### src/rtl/pll_vwire_hub_pkg.sv
// Shared constants and elaboration helpers for the PLL / virtual-wire hub.
//   ID_W       width of the instance tag at the top of the debug frame
//   frame_len  total debug chain length for a given probe/source width
//   div_of     integer clock ratio, or 0 when the ratio is not usable
package pll_vwire_pkg;

  localparam int ID_W = 32;

  function automatic int frame_len(input int pw, input int w);
    return pw + w + ID_W;
  endfunction

  // Returns 0 for a non-integer or sub-unity ratio; the caller turns a 0
  // into an elaboration error so a bad configuration never builds silently.
  function automatic int div_of(input int in_mhz, input int out_mhz);
    if (out_mhz <= 0 || in_mhz < out_mhz || (in_mhz % out_mhz) != 0)
      return 0;
    return in_mhz / out_mhz;
  endfunction

endpackage

### src/rtl/pll_vwire_hub_if.sv
// Serial debug chain signals between the host (master) and the hub (slave).
//   dbg_capture  load frame into shadow register
//   dbg_shift    shift shadow one bit toward LSB
//   dbg_update   copy shadow source field to source
//   dbg_tdi      serial data in, enters at MSB
//   dbg_tdo      serial data out = shadow[0]
interface pll_vwire_hub_if;
  logic dbg_capture;
  logic dbg_shift;
  logic dbg_update;
  logic dbg_tdi;
  logic dbg_tdo;

  modport master (
    output dbg_capture, dbg_shift, dbg_update, dbg_tdi,
    input  dbg_tdo
  );

  modport slave (
    input  dbg_capture, dbg_shift, dbg_update, dbg_tdi,
    output dbg_tdo
  );
endinterface

### src/rtl/pll_vwire_hub_clk_div_gen.sv
// Core clock divider and lock timer.
//   clk      board clock
//   rst_n    asynchronous active-low reset
//   clk_out  clk itself for DIV=1, otherwise a registered divide-by-DIV
//            waveform, low for the first ceil(DIV/2) counts
//   locked   rises LOCK_CYCLES clk edges after reset release, then stays high
module clk_div_gen #(
  parameter int DIV         = 1,
  parameter int LOCK_CYCLES = 16
) (
  input  logic clk,
  input  logic rst_n,
  output logic clk_out,
  output logic locked
);

  generate
    if (DIV == 1) begin : g_pass
      assign clk_out = clk;
    end else begin : g_div
      localparam int CW   = $clog2(DIV);
      localparam int HALF = (DIV + 1) / 2;

      logic [CW-1:0] cnt;
      logic [CW-1:0] cnt_nxt;
      logic          clk_q;

      always_comb begin
        cnt_nxt = cnt + CW'(1);
        if (cnt == CW'(DIV - 1))
          cnt_nxt = '0;
      end

      // clk_q is computed from the next count so it always matches the
      // count held in cnt, keeping the output glitch-free and in phase.
      always_ff @(posedge clk or negedge rst_n) begin
        if (!rst_n) begin
          cnt   <= '0;
          clk_q <= 1'b0;
        end else begin
          cnt   <= cnt_nxt;
          clk_q <= (cnt_nxt >= CW'(HALF));
        end
      end

      assign clk_out = clk_q;
    end
  endgenerate

  // Lock timer: down-counter loaded at reset, terminal count sets locked.
  localparam int LW = (LOCK_CYCLES > 0) ? $clog2(LOCK_CYCLES + 1) : 1;

  logic [LW-1:0] lock_cnt;
  logic          locked_q;

  always_ff @(posedge clk or negedge rst_n) begin
    if (!rst_n) begin
      lock_cnt <= LW'(LOCK_CYCLES);
      locked_q <= 1'b0;
    end else begin
      if (lock_cnt != '0)
        lock_cnt <= lock_cnt - LW'(1);
      locked_q <= locked_q | (lock_cnt <= LW'(1));
    end
  end

  assign locked = locked_q;

endmodule

### src/rtl/pll_vwire_hub.sv
// Clock-generation and debug-visibility hub.
//   clk      board clock (only clock)       rst_n   async active-low reset
//   clk_out  derived core clock             locked  clk_out stable
//   probe    value sampled on capture       source  host-written value
//   dbg      serial debug chain (slave side)
// Frame layout LSB->MSB: probe, source (WIDTH bits, absent when 0), INSTANCE_ID.
// Debug priority on a single edge: capture > update > shift.
module pll_vwire_hub
  import pll_vwire_pkg::*;
#(
  parameter int                               IN_MHZ      = 50,
  parameter int                               SPEED_MHZ   = 50,
  parameter int                               LOCK_CYCLES = 16,
  parameter int                               PROBE_WIDTH = 32,
  parameter int                               WIDTH       = 0,
  parameter logic [ID_W-1:0]                  INSTANCE_ID = "QONE",
  parameter logic [((WIDTH > 0) ? WIDTH : 1)-1:0] SOURCE_INIT = '0
) (
  input  logic                                 clk,
  input  logic                                 rst_n,
  output logic                                 clk_out,
  output logic                                 locked,
  input  logic [PROBE_WIDTH-1:0]               probe,
  output logic [((WIDTH > 0) ? WIDTH : 1)-1:0] source,
  pll_vwire_hub_if.slave                       dbg
);

  localparam int DIV = div_of(IN_MHZ, SPEED_MHZ);
  localparam int N   = frame_len(PROBE_WIDTH, WIDTH);

  generate
    if (DIV < 1) begin : g_bad_div
      $error("pll_vwire_hub: IN_MHZ/SPEED_MHZ must be an integer >= 1");
    end
    if (PROBE_WIDTH < 1) begin : g_bad_probe
      $error("pll_vwire_hub: PROBE_WIDTH must be >= 1");
    end
  endgenerate

  clk_div_gen #(
    .DIV         (DIV),
    .LOCK_CYCLES (LOCK_CYCLES)
  ) u_clk_div (
    .clk     (clk),
    .rst_n   (rst_n),
    .clk_out (clk_out),
    .locked  (locked)
  );

  logic [N-1:0] shadow;
  logic [N-1:0] cap_frame;

  generate
    if (WIDTH > 0) begin : g_src
      logic [WIDTH-1:0] src_q;

      always_ff @(posedge clk or negedge rst_n) begin
        if (!rst_n)
          src_q <= SOURCE_INIT;
        else if (dbg.dbg_update && !dbg.dbg_capture)
          src_q <= shadow[PROBE_WIDTH +: WIDTH];
      end

      assign source    = src_q;
      assign cap_frame = {INSTANCE_ID, src_q, probe};
    end else begin : g_nosrc
      assign source    = '0;
      assign cap_frame = {INSTANCE_ID, probe};
    end
  endgenerate

  // An update edge freezes the shadow so a coincident shift cannot move the
  // field being copied out.
  always_ff @(posedge clk or negedge rst_n) begin
    if (!rst_n)
      shadow <= '0;
    else if (dbg.dbg_capture)
      shadow <= cap_frame;
    else if (dbg.dbg_shift && !dbg.dbg_update)
      shadow <= {dbg.dbg_tdi, shadow[N-1:1]};
  end

  assign dbg.dbg_tdo = shadow[0];

endmodule

### src/flat_wrapper.sv
// flat-port wrapper written by rule: the top's interface ports become plain ports
module pll_vwire_hub_flat import pll_vwire_pkg::*;
#(
  parameter int                               IN_MHZ      = 50,
  parameter int                               SPEED_MHZ   = 50,
  parameter int                               LOCK_CYCLES = 16,
  parameter int                               PROBE_WIDTH = 32,
  parameter int                               WIDTH       = 0,
  parameter logic [ID_W-1:0]                  INSTANCE_ID = "    ",
  parameter logic [((WIDTH > 0) ? WIDTH : 1)-1:0] SOURCE_INIT = '0
)
  (clk, rst_n, clk_out, locked, probe, source, dbg_dbg_capture, dbg_dbg_shift, dbg_dbg_update, dbg_dbg_tdi, dbg_dbg_tdo);
  pll_vwire_hub_if dbg_i ();
  input  logic clk;
  input  logic rst_n;
  output logic clk_out;
  output logic locked;
  input  logic [PROBE_WIDTH-1:0] probe;
  output logic [((WIDTH > 0) ? WIDTH : 1)-1:0] source;
  input wire logic [$bits(dbg_i.dbg_capture)-1:0] dbg_dbg_capture;
  input wire logic [$bits(dbg_i.dbg_shift)-1:0] dbg_dbg_shift;
  input wire logic [$bits(dbg_i.dbg_update)-1:0] dbg_dbg_update;
  input wire logic [$bits(dbg_i.dbg_tdi)-1:0] dbg_dbg_tdi;
  output wire logic [$bits(dbg_i.dbg_tdo)-1:0] dbg_dbg_tdo;
  assign dbg_i.dbg_capture = dbg_dbg_capture;
  assign dbg_i.dbg_shift = dbg_dbg_shift;
  assign dbg_i.dbg_update = dbg_dbg_update;
  assign dbg_i.dbg_tdi = dbg_dbg_tdi;
  assign dbg_dbg_tdo = dbg_i.dbg_tdo;
  pll_vwire_hub #(.IN_MHZ(IN_MHZ), .SPEED_MHZ(SPEED_MHZ), .LOCK_CYCLES(LOCK_CYCLES), .PROBE_WIDTH(PROBE_WIDTH), .WIDTH(WIDTH), .INSTANCE_ID(INSTANCE_ID), .SOURCE_INIT(SOURCE_INIT)) u_core (.clk(clk), .rst_n(rst_n), .clk_out(clk_out), .locked(locked), .probe(probe), .source(source), .dbg(dbg_i));
endmodule
### config.mk
export PLATFORM = sky130hd
export DESIGN_NAME = pll_vwire_hub_flat
export DESIGN_NICKNAME = d
export VERILOG_FILES = /design/src/rtl/pll_vwire_hub_pkg.sv /design/src/rtl/pll_vwire_hub_if.sv /design/src/rtl/pll_vwire_hub_clk_div_gen.sv /design/src/rtl/pll_vwire_hub.sv /design/src/flat_wrapper.sv
export SDC_FILE = /design/constraint.sdc
export NUM_CORES = 1
export LEC_CHECK = 0
export ABC_AREA = 1
export BUFFER_PORTS_ARGS = -buffer_cell sky130_fd_sc_hd__buf_2
export CAP_MARGIN = 20
export CORE_MARGIN = 2
export CORE_UTILIZATION = 25
export DETAILED_ROUTE_END_ITERATION = 6
export PLACE_DENSITY = 0.43
export SLEW_MARGIN = 30
export SYNTH_ARGS = -nofsm -noshare
export SYNTH_HDL_FRONTEND = slang
export SYNTH_HIERARCHICAL = 1
export SYNTH_SLANG_ARGS = --single-unit
### constraint.sdc
create_clock -name clk -period 2.65 [get_ports clk]
set_input_delay 0.1325 -clock clk [delete_from_list [all_inputs] [get_ports clk]]
set_output_delay 0.1325 -clock clk [all_outputs]
set_load 0.02 [all_outputs]
==> qor.txt <==
Run status: complete, no violations
Crit path arrival time: 1.72 ns
Worst path required time: 2.52 ns
Main combinational cell family by area after synthesis: simple AND/OR/NAND/NOR gates
CTS hold repair buffers: 22
Register area share after synthesis: 51.0%
Highest Signal Layer: met4
Layout fillers: 1414
Placer congestion estimate: 0.671
Nets: 554
Mean post-synth cell area: 7.47 um2
P per Cell Area: 661 nW/um2
Post-synth design cell area: 3440 um2
Global-route wire length before repair: 13.4 mm
Synth area leader: dfrtp_1
Final WL: 7.67 mm
Effective utilization at floorplan: 25.7%
Hold Slack: 0.00635 ns
Flops & latches, synth: 70
Via Count: 2913
Post-Synth Adder-Cell Area: 1.09%
Cells after Synth: 460
FP Rows: 42
Class of the worst hold path: in2reg
PortBufs: 40
Diodes inserted: 0
Crit. End Element: output pin
Die area: 14700 um2
Die W: 121 um
DRC: 0
Reg-to-reg critical path startpoint: u_core/u_clk_div/lock_cnt[0]
Vias per cell: 4.20
Antenna violations before repair: 0
# setup viols final: 0
RSZ-0062 raised after global routing: no
Synthesized-area fraction occupied by and/or/nand/nor cells: 38.9%
Layout Skew: 0.00558 ns
Worst slew margin: 51.3%
Hold Fails Final Rpt: 0
Synth warnings: 6
Clock transition at path regs: 0.05 ns
Sum of negative setup slack: 0 ns
Post-synthesis compound-gate area fraction: 1.38%
CTS tree: yes
Post-DRT Antenna Nets: 0
Xor/xnor share of the synthesized area: 0%
Wire length per cell: 11.1 um
Grt ovf: 0
Maximum VDD drop: 0.356 mV
Beginning of the worst hold path: probe[21]
Setup Fix Bufs, Post-CTS: 0
Setup CP Type: clk2out
Die Y: 121 um
# IOs: 42
WHS Endpoint: u_core/shadow[21]
Mapped Nets: 501
Crit-path max FO: 2
Vias in the first global route: 2872
Startpoint types: clock port
Worst reg2reg path endpoint: u_core/u_clk_div/lock_cnt[2]
Share of post-route cells with drive strength above 1: 13.9%
Layout area overhead: 25.7%
Pleak: 0.00239 uW
Largest net degree at the start of global routing: 41
Cells on Worst Hold Path: 5
Multiplexer share of the synthesized area: 0%
Core Region: 13300 um2
Tot GR Track Use: 11.4%
Hpwl dp: 4.48 mm
DR pass1 iterations: 4
WL met2: 3.39 mm
Post-synth top area share: 50.3%
Wire length on met1: 3.95 mm
Synth area leaders: dfrtp_1 (50%), nand2_1 (26%), nand3_1 (9.9%)
Slew @ Worst Pin: 0.728 ns
Maxcap violations: 0
R2R cell count: 5
CTS resizes: 0
Synth unique cells: 24
Final Max Tran Viols: 0
Internal reg-to-reg setup slack: 1.47 ns
Clk Latency, worst-skew pair: 0.43 ns
Initial DRC count: 196
Met3 WL post-DR: 229 um
==> cell usage after synthesis (all sizes together) <==
library cell and n:
a21oi 1, buf 27, clkbuf 4, conb 1, dfrtp 69, dfstp 1, ha 3, inv 22
nand2 238, nand3 69, nand4 2, nor2 11, o21ai 7, o21bai 1, or2 4
==> per-stage QoR <==
stage / utilization, % / cells / worst slack, ns / instance area, um2 / power (uW)
after floorplan: - / 460 / 1.06 / 3440 / 1450
after global placement: 28.1 / 653 / 0.945 / 3750 / 1540
after detailed placement: 28.1 / 653 / 0.930 / 3750 / 1540
after CTS: 32.4 / 693 / 0.798 / 4320 / 2910
after global routing: 32.4 / 693 / 0.788 / 4320 / 3010
final: 32.4 / 693 / 0.801 / 4320 / 2850
==> per-layer routing <==
| metal | track usage, % | vias up |
|---|---|---|
| met2 | 17.5 | 33 |
| li1 | - | 1527 |
| met1 | 15.3 | 1341 |
| met4 | 5.03 | 0 |
| met3 | 2.73 | 12 |
| met5 | 0 | - |
==> worst max-delay path: stages <==
cell and delay [ns]:
clkbuf_16 0.12, clkbuf_16 0.12, buf_2 0.15
==> cells in the final DEF, fill, tap and decap left out, types with 6 or more instances in the layout <==
| cell type | count |
|---|---|
| buf_4 | 7 |
| dlygate4sd3_1 | 22 |
| nand3_1 | 68 |
| buf_2 | 40 |
| nand2_1 | 236 |
| nor2_1 | 9 |
| o21ai_1 | 6 |
| inv_1 | 19 |
| clkbuf_16 | 12 |
| dfrtp_1 | 69 |
==> how the worst max path moves through the flow <==
stage | startpoint | endpoint | slack (ns) | depth (start not counted)
after global routing | clk | clk_out | 0.79 | 3
after floorplan | clk | clk_out | 1.06 | 1
after global placement | dbg_dbg_update | u_core/shadow[29] | 0.94 | 6
after CTS | clk | clk_out | 0.80 | 3
final | clk | clk_out | 0.80 | 3
after detailed placement | dbg_dbg_update | u_core/shadow[10] | 0.93 | 6
==> power breakdown <==
| part | leakage, uW | internal [uW] | switching, uW | total, uW |
|---|---|---|---|---|
| clock network | 0.000174 | 881 | 469 | 1350 |
| logic | 0.00131 | 123 | 186 | 309 |
| registers | 0.000906 | 1150 | 41.8 | 1190 |
==> flip-flops by register name, indices dropped and copies added, names as in the netlist <==
| name | flops |
|---|---|
| u_core/u_clk_div/locked | 1 |
| u_core/shadow | 64 |
| u_core/u_clk_div/lock_cnt | 5 |
==> layout make-up <==
cell class	instances	area [um2]	share of cell area, %
Inverter	22	82.6	1.91
Timing Repair Buffer	69	488	11.3
Multi-Input combinational cell	337	1430	33.0
Clock buffer	18	344	7.97
Sequential cell	70	1750	40.6
Clock inverter	1	5.00	0.116
Tap cell	176	220	5.10
==> cell families (layout without fill, tap and decap cells) <==
kind of cell    after synthesis  count (layout)
simple gates                324             324
flops                        70              70
buf+inv                      53             110
compound gates                9               9
fa+ha+maj                     3               3
other cells                   1               1
Power figures use the tool's default switching activity.
